**config.mk**
```make
export PLATFORM = sky130hd
export DESIGN_NAME = pcpi_result_nibble_tx
export DESIGN_NICKNAME = d
export VERILOG_FILES = /design/src/rtl/pcpi_result_nibble_tx.sv
export SDC_FILE = /design/constraint.sdc
export NUM_CORES = 1
export LEC_CHECK = 0
export CAP_MARGIN = 20
export CORE_MARGIN = 5
export CORE_UTILIZATION = 53
export DETAILED_ROUTE_END_ITERATION = 7
export PLACE_DENSITY_LB_ADDON = 0.15
export SLEW_MARGIN = 5
export SYNTH_ARGS = -nofsm -noshare
export SYNTH_HDL_FRONTEND = slang
export SYNTH_SLANG_ARGS = --single-unit
```
**constraint.sdc**
```tcl
create_clock -name clk -period 2.8 [get_ports clk]
set_clock_uncertainty 0.15 [all_clocks]
set_input_delay 0.28 -clock clk [delete_from_list [all_inputs] [get_ports clk]]
set_output_delay 0.28 -clock clk [all_outputs]
set_load 0.02 [all_outputs]
```
**src/rtl/pcpi_result_nibble_tx.sv**
```systemverilog
// Nibble-serial transmitter for PCPI results: sends a word LSB nibble first
// over a four-phase valid/ack handshake with a host clocked independently.
module pcpi_result_nibble_tx #(
  parameter int unsigned NIBBLES        = 8,
  parameter int unsigned SYNC_STAGES    = 2,
  parameter int unsigned TIMEOUT_CYCLES = 1024
) (
  input  logic                 clk,
  input  logic                 rst_n,
  input  logic                 result_valid,
  input  logic [4*NIBBLES-1:0] result_data,
  output logic                 result_ready,
  output logic [3:0]           nib_data,
  output logic                 nib_valid,
  output logic                 nib_last,
  input  logic                 nib_ack,
  output logic                 tx_busy,
  output logic                 tx_error
);

  localparam int unsigned WORD_W   = 4 * NIBBLES;
  localparam int unsigned IDX_W    = (NIBBLES > 1) ? $clog2(NIBBLES) : 1;
  localparam int unsigned CNT_W    = (TIMEOUT_CYCLES > 0) ? $clog2(TIMEOUT_CYCLES + 1) : 1;
  localparam int unsigned LAST_IDX = NIBBLES - 1;
  localparam int unsigned TO_LAST  = (TIMEOUT_CYCLES > 0) ? TIMEOUT_CYCLES - 1 : 0;
  localparam bit          TO_EN    = (TIMEOUT_CYCLES != 0);

  typedef enum logic [1:0] {
    IDLE    = 2'd0,
    PRESENT = 2'd1,
    RELEASE = 2'd2
  } state_t;

  state_t               state, state_d;
  logic [WORD_W-1:0]    shreg, shreg_d;
  logic [WORD_W-1:0]    shreg_shift;
  logic [IDX_W-1:0]     index, index_d;
  logic [CNT_W-1:0]     cnt, cnt_d;
  logic [SYNC_STAGES-1:0] ack_sync;
  logic                 ack_s;
  logic                 timeout_hit;
  logic                 last_idx;

  logic [3:0]           nib_data_d;
  logic                 nib_valid_d;
  logic                 nib_last_d;
  logic                 tx_busy_d;
  logic                 tx_error_d;

  // Ready depends only on state; forced low while reset is asserted.
  assign result_ready = (state == IDLE) && rst_n;

  assign ack_s       = ack_sync[SYNC_STAGES-1];
  assign shreg_shift = shreg >> 4;
  assign last_idx    = (index == IDX_W'(LAST_IDX));
  assign timeout_hit = TO_EN && (cnt >= CNT_W'(TO_LAST));

  // Bring the host acknowledge into the clk domain.
  always_ff @(posedge clk or negedge rst_n) begin
    if (!rst_n) begin
      ack_sync <= '0;
    end else begin
      ack_sync <= {ack_sync[SYNC_STAGES-2:0], nib_ack};
    end
  end

  // State, datapath and registered outputs.
  always_ff @(posedge clk or negedge rst_n) begin
    if (!rst_n) begin
      state     <= IDLE;
      shreg     <= '0;
      index     <= '0;
      cnt       <= '0;
      nib_data  <= '0;
      nib_valid <= 1'b0;
      nib_last  <= 1'b0;
      tx_busy   <= 1'b0;
      tx_error  <= 1'b0;
    end else begin
      state     <= state_d;
      shreg     <= shreg_d;
      index     <= index_d;
      cnt       <= cnt_d;
      nib_data  <= nib_data_d;
      nib_valid <= nib_valid_d;
      nib_last  <= nib_last_d;
      tx_busy   <= tx_busy_d;
      tx_error  <= tx_error_d;
    end
  end

  // Handshake sequencing: present a nibble, wait for ack high, then ack low.
  always_comb begin
    state_d     = state;
    shreg_d     = shreg;
    index_d     = index;
    nib_data_d  = nib_data;
    nib_valid_d = nib_valid;
    tx_error_d  = 1'b0;

    unique case (state)
      IDLE: begin
        nib_valid_d = 1'b0;
        if (result_valid) begin
          shreg_d     = result_data;
          index_d     = '0;
          nib_data_d  = result_data[3:0];
          nib_valid_d = 1'b1;
          state_d     = PRESENT;
        end
      end

      PRESENT: begin
        // A level already high on entry is treated as the ack for this nibble.
        if (ack_s) begin
          nib_valid_d = 1'b0;
          state_d     = RELEASE;
        end else if (timeout_hit) begin
          nib_valid_d = 1'b0;
          tx_error_d  = 1'b1;
          state_d     = IDLE;
        end
      end

      RELEASE: begin
        if (!ack_s) begin
          if (last_idx) begin
            state_d = IDLE;
          end else begin
            shreg_d     = shreg_shift;
            index_d     = index + IDX_W'(1);
            nib_data_d  = shreg_shift[3:0];
            nib_valid_d = 1'b1;
            state_d     = PRESENT;
          end
        end else if (timeout_hit) begin
          tx_error_d = 1'b1;
          state_d    = IDLE;
        end
      end

      default: begin
        nib_valid_d = 1'b0;
        state_d     = IDLE;
      end
    endcase

    tx_busy_d  = (state_d != IDLE);
    nib_last_d = nib_valid_d && (index_d == IDX_W'(LAST_IDX));
  end

  // Phase timer: cleared on any state change, saturating otherwise.
  always_comb begin
    cnt_d = cnt;
    if (state_d != state) begin
      cnt_d = '0;
    end else if ((state != IDLE) && (cnt != {CNT_W{1'b1}})) begin
      cnt_d = cnt + CNT_W'(1);
    end
  end

endmodule
```
## Word-level counts from Yosys, hierarchy flattened

Index checks and enable logic that the tools add are counted.

- Order comparisons: 1
- $add $sub $neg: 2
- Reductions and logical operators: 9
- Mux-type cells: 30
- Equality and inequality tests: 9

Operators with widths:

| kind | number |
|---|---|
| 2-to-1 mux 32 bit | 3 |
| case mux 32 bit (2 select lines) | 1 |
| 2-to-1 mux 11 bit | 2 |
| 2-to-1 mux 4 bit | 3 |
| adder 11 x 1 -> 11 bit, second input constant | 1 |
| >= comparator 11 x 10 -> 1 bit, second input constant | 1 |
| inequality test 11 bit, second input constant | 1 |
| 2-to-1 mux 1 bit | 9 |
| 2-to-1 mux 3 bit | 3 |
| 2-to-1 mux 2 bit | 4 |
| case mux 4 bit (2 select lines) | 1 |
| nonzero test 2 bit | 4 |
| == test 3 bit, second input constant | 2 |
| inequality test 2 bit, second input constant | 3 |
| case mux 2 bit (3 select lines) | 1 |
| case mux 3 bit (2 select lines) | 1 |
| AND reduction 4 bit | 1 |
| adder 3 x 1 -> 3 bit, second input constant | 1 |
| logical AND 1 bit | 3 |
| case mux 1 bit (3 select lines) | 1 |
| == test 2 x 1 -> 1 bit, second input constant | 1 |
| == test 2 bit, second input constant | 1 |
| logical NOT 2 bit | 1 |
| inequality test 2 bit | 1 |
| case mux 1 bit (2 select lines) | 1 |

- Bits in registers: 58

## Depth between registers and ports, before layout

Gate-level depths: netlist of the first run.

- Word-level depth: 6
- Mapped depth: 10
- Depth with buffers taken out: 7

## Worst setup path before layout of the first run

No wires, ideal clock.

- Path type: register -> register
- From: register state[0]
- To: register cnt[10]
- Required time: 2529 ps
- Buffers on the path: 3
- Arrival time: 1810 ps
- Clock period less this slack: 2081 ps
- Stages on the path, launching flop included: 11
- Setup slack: 719 ps
- Cells stage by stage: dfrtp_1 inv_1 ha_1 buf_2 nor2b_1 and2_1 buf_2 a211oi_2 a221o_1 buf_6 nor2_2

- Longest elaborated chain between the ends: 5

RTL lines:

| element | RTL line | text |
|---|---|---|
| start, declared | 34 | `state_t state, state_d;` |
| start signal, assigned | 80 | `state <= state_d;` |
| 2-to-1 mux 2 bit | 118, 136 |  |
| 2-to-1 mux 2 bit, on equally long branches | 126, 115 |  |
| case mux 2 bit (3 select lines) | 101 | `unique case (state)` |
| inequality test 2 bit | 155 | `if (state_d != state) begin` |
| 2-to-1 mux 11 bit or nonzero test 2 bit (tied branches) | n/a |  |
| end signal, assigned | 83 | `cnt <= cnt_d;` |
| end, declared | 38 | `logic [CNT_W-1:0] cnt, cnt_d;` |

Several ways; a longest one is shown, not always the timed one.
A chain may end at the register's enable or synchronous reset.

## Worst setup path after layout of the first run

- From: register state[1]
- To: output port result_ready

- Longest elaborated chain between the ends: 2

RTL lines:

| element | RTL line | text |
|---|---|---|
| logical NOT 2 bit | 51 | `assign result_ready = (state == IDLE) && rst_n;` |
| logical AND 1 bit | 51 |  |
| end, declared | 12 | `output logic result_ready,` |

Every way passes these cells.

==> reports/metrics.cfg, run 1 <==
[sta]
hold_viol=8
rsz0062_at_grt=false
min_period_over_period_pct=92.0
setup_violations=0
whs_ns=-0.00712
fmax_mhz=388
report.final.slew_viol_count=0
maxSlewHeadroom_pct=55.5
period_minus_slack_ns=2.57
tightest_slew_ns=0.667
fin_setup_tns_ns=0

[global_routing]
grt_util_all_layers_pct=16.8
grt_pass1_wl_um=8550
antenna_found_initial=0
grt_max_degree=61
grt_overflow=0
grt_pass1_vias=1843

[yosys]
synthAdderAreaFrac_pct=2.79
synth_seq_area_share_pct=50.2
yosys.area.top_type_share_pct=50.2
yosys_warnings=0
synth_top_family_by_area=simple AND/OR/NAND/NOR gates
yosysTopAreaCell=dfrtp_1
netlist_area_um2=2690
synth_xor_area_share_pct=2.93
muxShareOfSynthArea_pct=11.2
yosys-top-cells-area=dfrtp_1 50%, mux2i_1 11%, o21ai_1 5.2%, nand2_1 4.9%, ha_1 2.8%
avgSynthCellArea_um2=10.8
synthCells=249
synth_fp_nets=291
ys_types=45
synth_compound_gate_area_share_pct=13.7
yosys.area_share.simple_pct=14.1
synth-seq-cells=54

[power_and_ir_drop]
irDropWorstVdd_v=0.000588
switching_share_pct=39.9
internal-power_uw=1840
power_density_nw_per_um2=945
p_seq_share_pct=39.7
p_leak_uw=0.00136
p_sw_uw=1220
clkPwrFrac_pct=14.0
pwr-share-comb_pct=46.3

[clock_network]
clockBufferDepth=2
cts_num_sinks=54
cts_made_buffers=5
postCtsSetupRepairBufs=0
ctsHoldBuffers=0
clock_latency_ns=0.31
cts_resized=0
htree_levels=2
cts_tree=yes
root_buffer=clkbuf_8
path_clk_slew_ns=0.10

[status]
violations=hold timing
status=finished with violations

[place]
io_buffers=44
dp_hpwl_um=3480
place.gp.congestion=0.796
dp_cells=348
place_area_um2=3150

[finish]
design_area_um2=3240
nets=327
drive_above_1_share_pct=12.2
final_cell_mix=54 x dfrtp_1, 43 x clkdlybuf4s50_1, 35 x nand2_1
antenna_cells=0
syn2layout_area_growth_pct=20.3
finalNonFillerCells=356
postLayoutCoreUtil_pct=64.6
layout_commonest_cell=dfrtp_1
n_fill_cell=441

[critical_path]
crit_type=reg2out
arrival_ns=2.14
required_ns=2.37
startpoint_type=flip-flop
worst-r2r-cell-count=7
worstPathMaxFanout=10
end_kind=output port
r2r_slack_ns=0.35

[drt]
dr.pass1.iters=4
drc=0
drt_iter0_markers=118
wl_um=4970
via_per_inst=5.28
vias=1878
wl_per_cell_um=14.0
drtAntennaViolNets=0

[floorplan]
num_io_pins=45
die_w_um=81.2
die_h_um=81.2
die_area_um2=6600
core_area_um2=5010
num_rows=26
start_util_pct=53.7

[run]
cap_violations=0

[hold_path]
hp-class=in2async

[final cells by class]
cell class / instances / area, um^2 / share of cell area [%]
clock buffer: 6 / 72.6 / 2.24
clock inverter: 2 / 13.8 / 0.425
inverter: 7 / 26.3 / 0.812
multi-input combinational: 170 / 1210 / 37.5
sequential: 54 / 1350 / 41.8
tap: 70 / 87.6 / 2.71
timing repair buffer: 47 / 470 / 14.5
[logic make-up (layout without fill, tap and decap cells)]
family,Yosys count,after routing
mux,30,30
fa+ha+maj,6,6
buf+inv,25,62
simple gates,73,73
compound gates,52,52
xor+xnor,9,9
flops,54,54
[power by group through the flow]
| stage | combinational, uW | clock [uW] | sequential, uW |
|---|---|---|---|
| after detailed placement | 1430 | 0 | 1230 |
| after global routing | 1590 | 477 | 1260 |
| after floorplan | 1130 | 0 | 1210 |
| after CTS | 1440 | 448 | 1220 |
| final | 1420 | 429 | 1220 |
| after global placement | 1400 | 0 | 1220 |
[critical path, stage by stage, from the launching register on]
cell	delay [ns]
dfrtp_1	0.46
inv_1	0.15
ha_1	0.41
and2_1	0.20
clkdlybuf4s50_1	0.60
[Yosys cell counts, drive strengths merged]
cell type and instances:
a221oi 1, a211oi 2, buf 16, dfrtp 54
mux2i 29, nand2 35, and4 4, nor2b 1
xor2 6, ha 6, a221o 1, a41oi 2
nand3 3, a21o 1, a31oi 1, mux2 1
or2 1, o21ai 31, a311oi 2, and2 3
a22o 5, nand2b 1, inv 7, clkbuf 2
a2111oi 1, and3b 2, nor2 16, nand4 4
and3 3, o211ai 1, xnor2 3, a21oi 4
[sequential cells by signal (all words and copies together), names as in the netlist]
| signal | count |
|---|---|
| cnt | 11 |
| nib_last | 1 |
| tx_error | 1 |
| shreg | 29 |
| nib_data | 3 |
| index | 3 |
| state | 2 |
| ack_sync | 2 |
| tx_busy | 1 |
| nib_valid | 1 |
[through the flow]
step	setup slack (ns)	power, uW
2_1_floorplan	0.719	2340
3_3_place_gp	0.442	2620
3_5_place_dp	0.370	2670
4_1_cts	0.207	3110
5_1_grt	0.117	3320
6_report	0.225	3060
[worst paths after layout]
kind | endpoint | from
worst max-delay path | result_ready | state[1]
worst min-delay path | shreg[10] | rst_n
worst max register to register | cnt[4] | state[1]
worst min register to register | ack_sync[1] | ack_sync[0]
max in group asynchronous | cnt[6] | rst_n
min in group clk | ack_sync[1] | ack_sync[0]
[per-layer routing]
| metal | wire length, um | global-route usage, % | part of all wire (%) |
|---|---|---|---|
| met1 | 2330 | 22.6 | 47 |
| met3 | 266 | 3.44 | 5.4 |
| met2 | 2300 | 26.6 | 46 |
| met5 | 0 | 0 | 0 |
| met4 | 78 | 6.42 | 1.6 |
Note: power is estimated with default switching activity, not from simulation.
==> inputs of run 2 (changes only) <==
Settings changed: HOLD_SLACK_MARGIN set to 0.05.
==> run 2 against run 1 <==
The run now ends clean. Final cell count rose by 0.28%. Core utilization increased by 0.20 points. Non-clock buffer count increased by 1. Via count unchanged. Critical path depth unchanged. First-iteration DRC count grew 2.5%. Wire length is 0.38% higher. Die area unchanged. Combinational power barely moved. Register-to-register slack is essentially flat. Clock-buffer cell count is the same. Worst setup slack hardly changed. Largest power group unchanged.
==> reports/metrics.cfg, run 2 (same netlist as run 1, synthesis figures left out) <==
[status]
status=complete, no violations  ; was finished with violations

[drt]
wl_per_cell_um=14.0  ; about the same
wl_um=4990  ; was 4970 um
drt_iter0_markers=121  ; was 118
via_per_inst=5.26  ; was 5.28
vias=1878  ; unchanged
dr.pass1.iters=4  ; unchanged
drtAntennaViolNets=0  ; unchanged
drc=0  ; unchanged

[finish]
design_area_um2=3250  ; was 3240 um^2
layout_commonest_cell=dfrtp_1  ; unchanged
nets=328  ; was 327
syn2layout_area_growth_pct=20.7  ; was 20.3%
postLayoutCoreUtil_pct=64.8  ; was 64.6%
n_fill_cell=440  ; was 441
largest_register_ffs=29  ; unchanged
antenna_cells=0  ; unchanged
final_cell_mix=54 x dfrtp_1, 43 x clkdlybuf4s50_1, 35 x nand2_1  ; unchanged
reg_top3=shreg x29, cnt x11  ; unchanged
drive_above_1_share_pct=12.2  ; about the same
multiInputGateArea_um2=1210  ; unchanged
regArea_um2=1350  ; unchanged
top_register=shreg  ; unchanged

[power_and_ir_drop]
irDropWorstVdd_v=0.000590  ; was 0.000588 V
p_leak_uw=0.00136  ; about the same
total_power_uw=3060  ; about the same
power_density_nw_per_um2=944  ; was 945 nW/um^2

[clock_network]
path_clk_slew_ns=0.10  ; about the same
cts_resized=0  ; unchanged
cts_num_sinks=54  ; unchanged
cts_tree=yes  ; unchanged
clockBufferDepth=2  ; unchanged
htree_levels=2  ; unchanged
ctsHoldBuffers=1  ; was 0
root_buffer=clkbuf_8  ; unchanged
clock_latency_ns=0.31  ; about the same
cts_made_buffers=5  ; unchanged
postCtsSetupRepairBufs=0  ; unchanged

[place]
io_buffers=44  ; unchanged
place_area_um2=3150  ; unchanged
place.gp.congestion=0.796  ; unchanged
dp_hpwl_um=3480  ; unchanged

[critical_path]
required_ns=2.37  ; about the same
worst_path_largest_cell_delay_ns=0.60  ; about the same
crit_family=buffers and inverters  ; unchanged
regToRegEndpoint=cnt[4]  ; unchanged
arrival_ns=2.14  ; about the same
worstSetupStartpoint=state[1]  ; unchanged
r2r_slack_ns=0.35  ; about the same
r2r_start=state[1]  ; unchanged
worst-r2r-cell-count=7  ; unchanged
slowest_stage=clkdlybuf4s50_1  ; unchanged
worstPathMaxFanout=10  ; unchanged
startpoint_type=flip-flop  ; unchanged
cp.buffers_inverters=2  ; unchanged
crit_chain=inv_1, ha_1, and2_1, clkdlybuf4s50_1  ; unchanged
crit_type=reg2out  ; unchanged
end_kind=output port  ; unchanged

[sta]
fin_setup_tns_ns=0  ; unchanged
report.final.slew_viol_count=0  ; unchanged
whs_ns=0.203  ; was -0.00712 ns
hold_viol=0  ; was 8
tightest_slew_ns=0.667  ; unchanged
setup_violations=0  ; unchanged
period_minus_slack_ns=2.57  ; about the same
min_period_over_period_pct=92.0  ; about the same
fmax_mhz=388  ; about the same
rsz0062_at_grt=false  ; unchanged
maxSlewHeadroom_pct=55.5  ; unchanged

[floorplan]
die_w_um=81.2  ; unchanged
start_util_pct=53.7  ; unchanged
num_io_pins=45  ; unchanged
core_area_um2=5010  ; unchanged
die_area_um2=6600  ; unchanged
num_rows=26  ; unchanged
die_h_um=81.2  ; unchanged

[hold_path]
holdPathEnd=ack_sync[1]
hp-class=reg2reg  ; was in2async
hp-start=ack_sync[0]
whs_path_depth=0

[global_routing]
grt_overflow=0  ; unchanged
grt_max_degree=61  ; unchanged
grt_util_all_layers_pct=16.8  ; unchanged
grt_pass1_vias=1843  ; unchanged
grt_pass1_wl_um=8550  ; unchanged
antenna_found_initial=0  ; unchanged

[run]
cap_violations=0  ; unchanged

run 2: worst max path at each step:
stage | end | slack [ns] | depth (start not counted)
after global placement | cnt[0] | 0.44 | 7
after floorplan | cnt[10] | 0.72 | 10
after global routing | result_ready | 0.12 | 4
after detailed placement | cnt[0] | 0.37 | 7
after CTS | result_ready | 0.21 | 4
final | result_ready | 0.23 | 4
run 2: through the flow:
stage | std cells | setup WS (ns)
5_1_grt | 357 | 0.117
2_1_floorplan | 249 | 0.719
6_report | 357 | 0.225
3_5_place_dp | 348 | 0.370
3_3_place_gp | 348 | 0.442
4_1_cts | 357 | 0.207
run 2: worst reg2reg max path, stage by stage, from the launching register on:
cell and delay (ns):
dfrtp_1 0.46, inv_1 0.15, ha_1 0.41, nand2b_1 0.22, nand2_1 0.13, nor2_2 0.05, a221o_1 0.61, nor2_2 0.19
run 2: layout make-up:
cell class                 count  area share [%]
clock buffer                   6            2.24
clock inverter                 2           0.424
inverter                       7           0.810
multi-input combinational    170            37.4
sequential                    54            41.6
tap                           70            2.70
timing repair buffer          48            14.8
run 2: power breakdown:
part / switching, uW / internal (uW) / total (uW)
Clock: 252 / 177 / 429
Sequential: 154 / 1060 / 1220
Combinational: 818 / 601 / 1420
run 2: layer usage:
metal	routed length (um)	vias up	track usage, %
met5	0	-	0
met4	78	0	6.42
met3	260	7	3.33
met2	2280	38	26.6
met1	2370	894	22.7
li1	-	939	-
